## config.mk

```make
export PLATFORM = sky130hd
export DESIGN_NAME = i2s_to_pcm_framed
export DESIGN_NICKNAME = d
export VERILOG_FILES = /design/src/rtl/i2s_to_pcm_framed.sv
export SDC_FILE = /design/constraint.sdc
export NUM_CORES = 1
export LEC_CHECK = 0
export CORE_MARGIN = 1
export CORE_UTILIZATION = 62
export DETAILED_ROUTE_END_ITERATION = 8
export PLACE_DENSITY = 0.9
export SLEW_MARGIN = 10
export SYNTH_ARGS = -nofsm -noshare
export SYNTH_HDL_FRONTEND = slang
export SYNTH_SLANG_ARGS = --single-unit
```

## constraint.sdc

```tcl
create_clock -name BCK -period 10.4 [get_ports BCK]
set_clock_uncertainty 0.15 [all_clocks]
set_input_delay 1.04 -clock BCK [delete_from_list [all_inputs] [get_ports BCK]]
set_output_delay 1.04 -clock BCK [all_outputs]
set_load 0.1 [all_outputs]
```

## src/rtl/i2s_to_pcm_framed.sv

```systemverilog
// i2s_to_pcm_framed
// Frame-aware I2S receiver that re-serialises the left and right words for two
// PCM1704U DACs. The two DACs share one latch-enable timing, so both words are
// latched together. Words are right-justified against the LE rising edge. A frame
// length check drives a lock status. While unlocked or muted, the DACs get
// zero (mid-scale) words.
//
// Ports
//   BCK                 bit clock, sole clock (rising edge)
//   RST                 asynchronous active-high reset
//   LRCK                I2S word clock, low = left slot
//   DATAIN              I2S serial data, MSB first, one BCK after LRCK edge
//   MUTE                synchronous mute, sampled at the word transfer
//   CLKOUTR/CLKOUTL     ~BCK to the DACs
//   LEOUTR/LEOUTL       latch enable (registered, identical)
//   DATAOUTR/DATAOUTL   serial data to the DACs, MSB first, two's complement
//   LOCKED              frame lock status
//   LED1                ~LOCKED (active-low LED)
module i2s_to_pcm_framed #(
    parameter int unsigned SLOT_BITS   = 32,
    parameter int unsigned OUT_BITS    = 24,
    parameter int unsigned LOCK_FRAMES = 4,
    parameter bit          SWAP_LR     = 1'b0
) (
    input  logic BCK,
    input  logic RST,
    input  logic LRCK,
    input  logic DATAIN,
    input  logic MUTE,
    output logic CLKOUTR,
    output logic CLKOUTL,
    output logic LEOUTR,
    output logic LEOUTL,
    output logic DATAOUTR,
    output logic DATAOUTL,
    output logic LOCKED,
    output logic LED1
);

    localparam int unsigned FRAME = 2 * SLOT_BITS;
    localparam int unsigned CW    = $clog2(FRAME);
    localparam int unsigned PW    = CW + 1;
    localparam int unsigned IW    = $clog2(OUT_BITS);

    localparam logic [CW-1:0] CNT_MAX   = CW'(FRAME - 1);
    localparam logic [CW-1:0] SLOT_LAST = CW'(SLOT_BITS - 1);
    localparam logic [CW-1:0] CAP_LAST  = CW'(OUT_BITS);
    localparam logic [PW-1:0] P_LAST    = PW'(FRAME - 1);
    localparam logic [PW-1:0] P_SH_LAST = PW'(FRAME - 2);
    localparam logic [PW-1:0] P_SH_FRST = PW'(FRAME - 1 - OUT_BITS);
    localparam logic [PW-1:0] P_SLOT    = PW'(SLOT_BITS);
    localparam logic [3:0]    LOCK_TGT  = 4'(LOCK_FRAMES);

    typedef enum logic {
        LK_HUNT   = 1'b0,
        LK_LOCKED = 1'b1
    } lock_e;

    logic                lrck_q;
    logic [CW-1:0]       cnt_q,   cnt_d;
    logic                seen_q,  seen_d;
    logic [3:0]          good_q,  good_d;
    lock_e               lock_q,  lock_d;
    logic [OUT_BITS-1:0] cap_l_q, cap_l_d;
    logic [OUT_BITS-1:0] cap_r_q, cap_r_d;
    logic [OUT_BITS-1:0] out_l_q, out_l_d;
    logic [OUT_BITS-1:0] out_r_q, out_r_d;
    logic                le_q,    le_d;
    logic                dl_q,    dl_d;
    logic                dr_q,    dr_d;

    logic          edge_det;
    logic          fall;
    logic          cap_en;
    logic          pass;
    logic          in_win;
    logic [PW-1:0] phase_raw;
    logic [PW-1:0] phase;
    logic [IW-1:0] idx;

    always_comb begin
        edge_det = LRCK ^ lrck_q;
        fall     = edge_det & ~LRCK;

        if (edge_det)
            cnt_d = '0;
        else if (cnt_q == CNT_MAX)
            cnt_d = cnt_q;
        else
            cnt_d = cnt_q + 1'b1;

        // Phase of this edge from the new LRCK/count. A stalled LRCK-high slot
        // would run past the frame end; clamping holds the end-of-frame pattern.
        phase_raw = (LRCK ? P_SLOT : '0) + PW'(cnt_d);
        phase     = (phase_raw > P_LAST) ? P_LAST : phase_raw;

        seen_d = seen_q | edge_det;
        good_d = good_q;
        lock_d = lock_q;
        if (edge_det && seen_q && (cnt_q != SLOT_LAST)) begin
            good_d = '0;
            lock_d = LK_HUNT;
        end else if (fall && seen_q) begin
            if (good_q != 4'hF)
                good_d = good_q + 4'd1;
            if (good_d >= LOCK_TGT)
                lock_d = LK_LOCKED;
        end

        cap_en  = (cnt_d != '0) && (cnt_d <= CAP_LAST);
        cap_l_d = cap_l_q;
        cap_r_d = cap_r_q;
        if (cap_en && !LRCK)
            cap_l_d = {cap_l_q[OUT_BITS-2:0], DATAIN};
        if (cap_en && LRCK)
            cap_r_d = {cap_r_q[OUT_BITS-2:0], DATAIN};

        // Lock status before this edge decides whether the finished frame goes out.
        pass    = (lock_q == LK_LOCKED) && !MUTE;
        out_l_d = out_l_q;
        out_r_d = out_r_q;
        if (fall) begin
            out_l_d = pass ? (SWAP_LR ? cap_r_q : cap_l_q) : '0;
            out_r_d = pass ? (SWAP_LR ? cap_l_q : cap_r_q) : '0;
        end

        le_d = (phase == P_LAST) || (phase < P_SLOT);

        // The word ends one BCK before the LE rise: bit (F-2-p) at phase p.
        in_win = (phase >= P_SH_FRST) && (phase <= P_SH_LAST);
        idx    = IW'(P_SH_LAST - phase);
        dl_d   = in_win ? out_l_q[idx] : 1'b0;
        dr_d   = in_win ? out_r_q[idx] : 1'b0;
    end

    always_ff @(posedge BCK or posedge RST) begin
        if (RST) begin
            lrck_q  <= 1'b0;
            cnt_q   <= '0;
            seen_q  <= 1'b0;
            good_q  <= '0;
            lock_q  <= LK_HUNT;
            cap_l_q <= '0;
            cap_r_q <= '0;
            out_l_q <= '0;
            out_r_q <= '0;
            le_q    <= 1'b0;
            dl_q    <= 1'b0;
            dr_q    <= 1'b0;
        end else begin
            lrck_q  <= LRCK;
            cnt_q   <= cnt_d;
            seen_q  <= seen_d;
            good_q  <= good_d;
            lock_q  <= lock_d;
            cap_l_q <= cap_l_d;
            cap_r_q <= cap_r_d;
            out_l_q <= out_l_d;
            out_r_q <= out_r_d;
            le_q    <= le_d;
            dl_q    <= dl_d;
            dr_q    <= dr_d;
        end
    end

    assign CLKOUTR  = ~BCK;
    assign CLKOUTL  = ~BCK;
    assign LEOUTR   = le_q;
    assign LEOUTL   = le_q;
    assign DATAOUTR = dr_q;
    assign DATAOUTL = dl_q;
    assign LOCKED   = (lock_q == LK_LOCKED);
    assign LED1     = ~LOCKED;

endmodule

```

### Word level (Yosys, flattened, before mapping)

Index checks and enable logic that the tools add are counted.

* output and inout bits: 8
* logic and storage cells: 68
* input port bits: 5
* memories kept: 0
* memory bits (writable): 0
* memory bits (read-only): 0
* bits in latches: 0
* bits in registers: 112

* eq/ne operators: 4
* add/sub/neg operators: 4
* multipliers: 0
* divide/modulo/power cells: 0
* order comparisons: 7
* reduce and logical (&&, ||, !) cells: 15
* bitwise logic cells: 6
* mux-type cells: 20
* shift-type cells: 0

Operator list (number)
* 2-to-1 mux 24 bit: 2
* 2-to-1 mux 4 bit: 5
* 2-to-1 mux 6 bit: 3
* binary-select mux 1 bit (select 5 bit): 2
* logical AND 1 bit: 8
* adder 6 x 6 -> 7 bit: 1
* == test 7 x 6 -> 1 bit (second input constant): 1
* greater-or-equal comparator 7 x 6 -> 1 bit (second input constant): 1
* > comparator 7 x 6 -> 1 bit (second input constant): 1
* less-or-equal comparator 7 x 6 -> 1 bit (second input constant): 1
* < comparator 7 x 6 -> 1 bit (second input constant): 1
* 2-to-1 mux 1 bit: 7
* 2-to-1 mux 7 bit: 1
* adder 6 x 1 -> 6 bit (second input constant): 1
* == test 6 bit (second input constant): 1
* less-or-equal comparator 6 x 5 -> 1 bit (second input constant): 1
* < comparator 5 x 6 -> 1 bit (second input constant): 1
* != test 6 x 5 -> 1 bit (second input constant): 1
* nonzero test 6 bit: 1
* subtractor 5 bit (first input constant): 1
* adder 4 x 1 -> 4 bit (second input constant): 1
* greater-or-equal comparator 4 x 3 -> 1 bit (second input constant): 1
* != test 4 bit (second input constant): 1
* nonzero test 2 bit: 2
* other kinds (7): 10

### Logic depth before layout (Yosys ltp)

* depth in word-level cells: 10
* gate-level depth with buffers: 18
* gate-level depth less buffers: 14

==> summary.txt <==
Run status
  • Status: finished clean

Die
  • Die area: a little under 9000 um2
  • Starting Density: 63.73%
  • Top Ports: 13
  • Core area: around 8200 um2
  • Die Ht: approximately 94 um
  • Row Count: 33
  • Die W: about 94 um

Final layout
  • Nets@finish: just over 500
  • N_diodes: 0
  • Most frequent cells in the layout: dfrtp_1, o21ai_0, nand2_1
  • Area growth from synthesis to layout: 14.79%
  • Commonest non-fill, non-tap cell in the layout: dfrtp_1
  • Share of layout cells above drive strength 1: about 15%

Timing
  • Worst hold slack: roughly 0.34 ns
  • Measured slew at the worst slew-check pin: roughly 1.2 ns
  • Final hold vios: 0
  • Max-slew violations: 0
  • Finish-stage setup viols: 0
  • Final setup TNS: 0 ns
  • Slew headroom: approximately 23%
  • RSZ-0062 raised after global routing: false

Power
  • P_leak: ~2.7 nW
  • Peak supply drop: 0.3125 mV
  • Pwr dens: about 230 nW/um2

Global routing
  • Pin count of the biggest net entering global routing: 90
  • Vias in the first global route: 3883
  • Initial antenna violation count: 0
  • Grt ovf: 0
  • First-pass GRT wire length: around 19000 um
  • GRT Util Overall: 29.74%

Drt
  • Via count: between 3000 and 4000
  • Final ANT Viol Nets: 0
  • Vias per cell: roughly 6.0
  • Post-Route WL: around 12000 um
  • Initial DRC Count: 310
  • Drt pass-1 iters: 5
  • Drt drc: 0
  • Routed wire per std cell: about 19 um

Logic synthesis
  • XOR/XNOR Fraction of Synth Area: less than 1%
  • Area contributors post-synth: dfrtp_1, mux2_2, o21ai_0
  • Share of the yosys chip area belonging to registers: about 54%
  • Synth Instances: approximately 500
  • Area leader, netlist: dfrtp_1
  • Area of the mapped netlist: 5210 um2
  • Synth Warn #: 0
  • Post-Synth Simple-Gate Area: between 9 and 10%
  • Ys async rst share: 100.0%
  • Top cell type's share of synthesized area: a little over half
  • Largest family of logic cells by synthesized area: multiplexers
  • EDFF count, synth: 0
  • Multiplexer share of the synthesized area: between 10% and 20%
  • Synth Register Bits: about 110
  • Mean post-synth cell area: 10.46 um2
  • Syn_nets: 507
  • Ys flop type: dfrtp_1
  • Synth Area in Adders: less than 1%
  • Distinct cell type count after synthesis: 52
  • Synth Area in Compound Gates: between 10% and 20%

Place
  • IO Port Bufs: 12
  • RePlAce Congestion: around 0.94
  • Post-DP HPWL: 7092 um

Clocking
  • Htree depth: 4
  • Cts bufs inserted: 17
  • PostCTS Resize Cnt: 0
  • CTS Root Cell: clkbuf_8
  • Reg clk slew, reported paths: about 0.060 ns
  • CTS Hold Bufs: 0
  • Setup Buffers After CTS: 0
  • CTS Buffer Depth: 2
  • CTS tree: built
  • Skew-Pair Late Insertion Delay: around 0.53 ns

Setup path
  • Max FO, Critical Path: 16
  • Worst path buffer plus inverter count: 4
  • CP cell instances: clkbuf_8 -> clkbuf_16 -> inv_1 -> clkdlybuf4s50_1
  • Largest stage delay on the critical path: approximately 1.1 ns
  • Critical path class: clk2out
  • CP max stage cell: clkdlybuf4s50_1
  • Worst Path Arrival: roughly 6.8 ns
  • Critical Path Start Type: clock port
  • Req. time, crit path: just over 9 ns
  • Delay-heaviest family, CP: buffers and inverters
  • Crit end category: primary output

Flow run
  • Max-cap viol count: 0

Worst hold path
  • Hold/Removal Path Class: reg2reg
through the flow:
| step | area [um2] | setup WS [ns] | power (mW) | util (%) | cells |
|---|---|---|---|---|---|
| 2_1_floorplan | 5210 | 2.996 | 0.7371 | - | 498 |
| 3_3_place_gp | 5374 | 2.851 | 0.7738 | 65.73 | 595 |
| 3_5_place_dp | 5374 | 2.851 | 0.7886 | 65.73 | 595 |
| 4_1_cts | 5976 | 2.368 | 1.367 | 73.09 | 628 |
| 5_1_grt | 5981 | 2.349 | 1.416 | 73.16 | 628 |
| 6_report | 5981 | 2.382 | 1.367 | 73.16 | 628 |
cell type report:
class | instances | area (um2)
multi-input combinational | 301 | 2064
tap | 105 | 131.4
fill | 534 | 2195
sequential | 112 | 2803
inverter | 61 | 234.0
clock inverter | 14 | 116.4
timing repair buffer | 13 | 122.6
clock buffer | 22 | 509.2
synth_stat cells, drive strengths merged (4+ instances only):
cell	count
nand3	10
o211ai	4
a21oi	13
o21ai	68
mux2	49
xnor2	4
inv	62
buf	11
clkbuf	12
a31oi	4
dfrtp	112
mux2i	22
nor2	22
ha	4
nand2	61
report_power, final:
group          internal, mW  switching (mW)
sequential            0.497          0.0545
clock                 0.358           0.294
combinational        0.0783          0.0852
routing by layer:
layer	GRT usage, %	part of all wire (%)
met1	35.26	41
met2	50.49	52
met3	7.767	4.9
met4	14.23	3.1
met5	0	0
state kept, by name, summed over array words and instances, names as in the netlist, 4 cells and up:
name,flops
cap_l_q,24
cnt_q,6
out_r_q,24
good_q,4
cap_r_q,24
out_l_q,24
worst register-to-register path, delay by kind of cell, from the launching register on:
kind | cells | cell delay, ns
buffers and inverters | 2 | 0.33
adders and majority gates | 2 | 0.82
and+or+nand+nor | 4 | 0.70
DFF | 1 | 0.47
AOI/OAI and AO/OA | 2 | 0.37
muxes | 2 | 0.72
xor gates and xnor gates | 1 | 0.80
kinds of logic after synthesis:
kind of cell               count (synthesis)
buffers and inverters                     85
adders and majority gates                  4
muxes                                     74
xor gates and xnor gates                   4
and+or+nand+nor                          114
AOI/OAI and AO/OA                        105
DFF                                      112
worst paths after layout:
| kind | from | slack, ns | to | cells past startpoint |
|---|---|---|---|---|
| setup / recovery | BCK | 2.38 | CLKOUTL | 4 |
| hold / removal | cap_r_q[23] | 0.34 | cap_r_q[23] | 1 |
| setup reg to reg | cnt_q[0] | 5.92 | DATAOUTL | 13 |
| hold reg to reg | cap_r_q[23] | 0.34 | cap_r_q[23] | 1 |
| max in group asynchronous | RST | 8.06 | out_r_q[1] | 3 |
| min in group asynchronous | RST | 0.67 | cap_r_q[4] | 2 |
No activity file was read; power rests on OpenSTA's default activity.
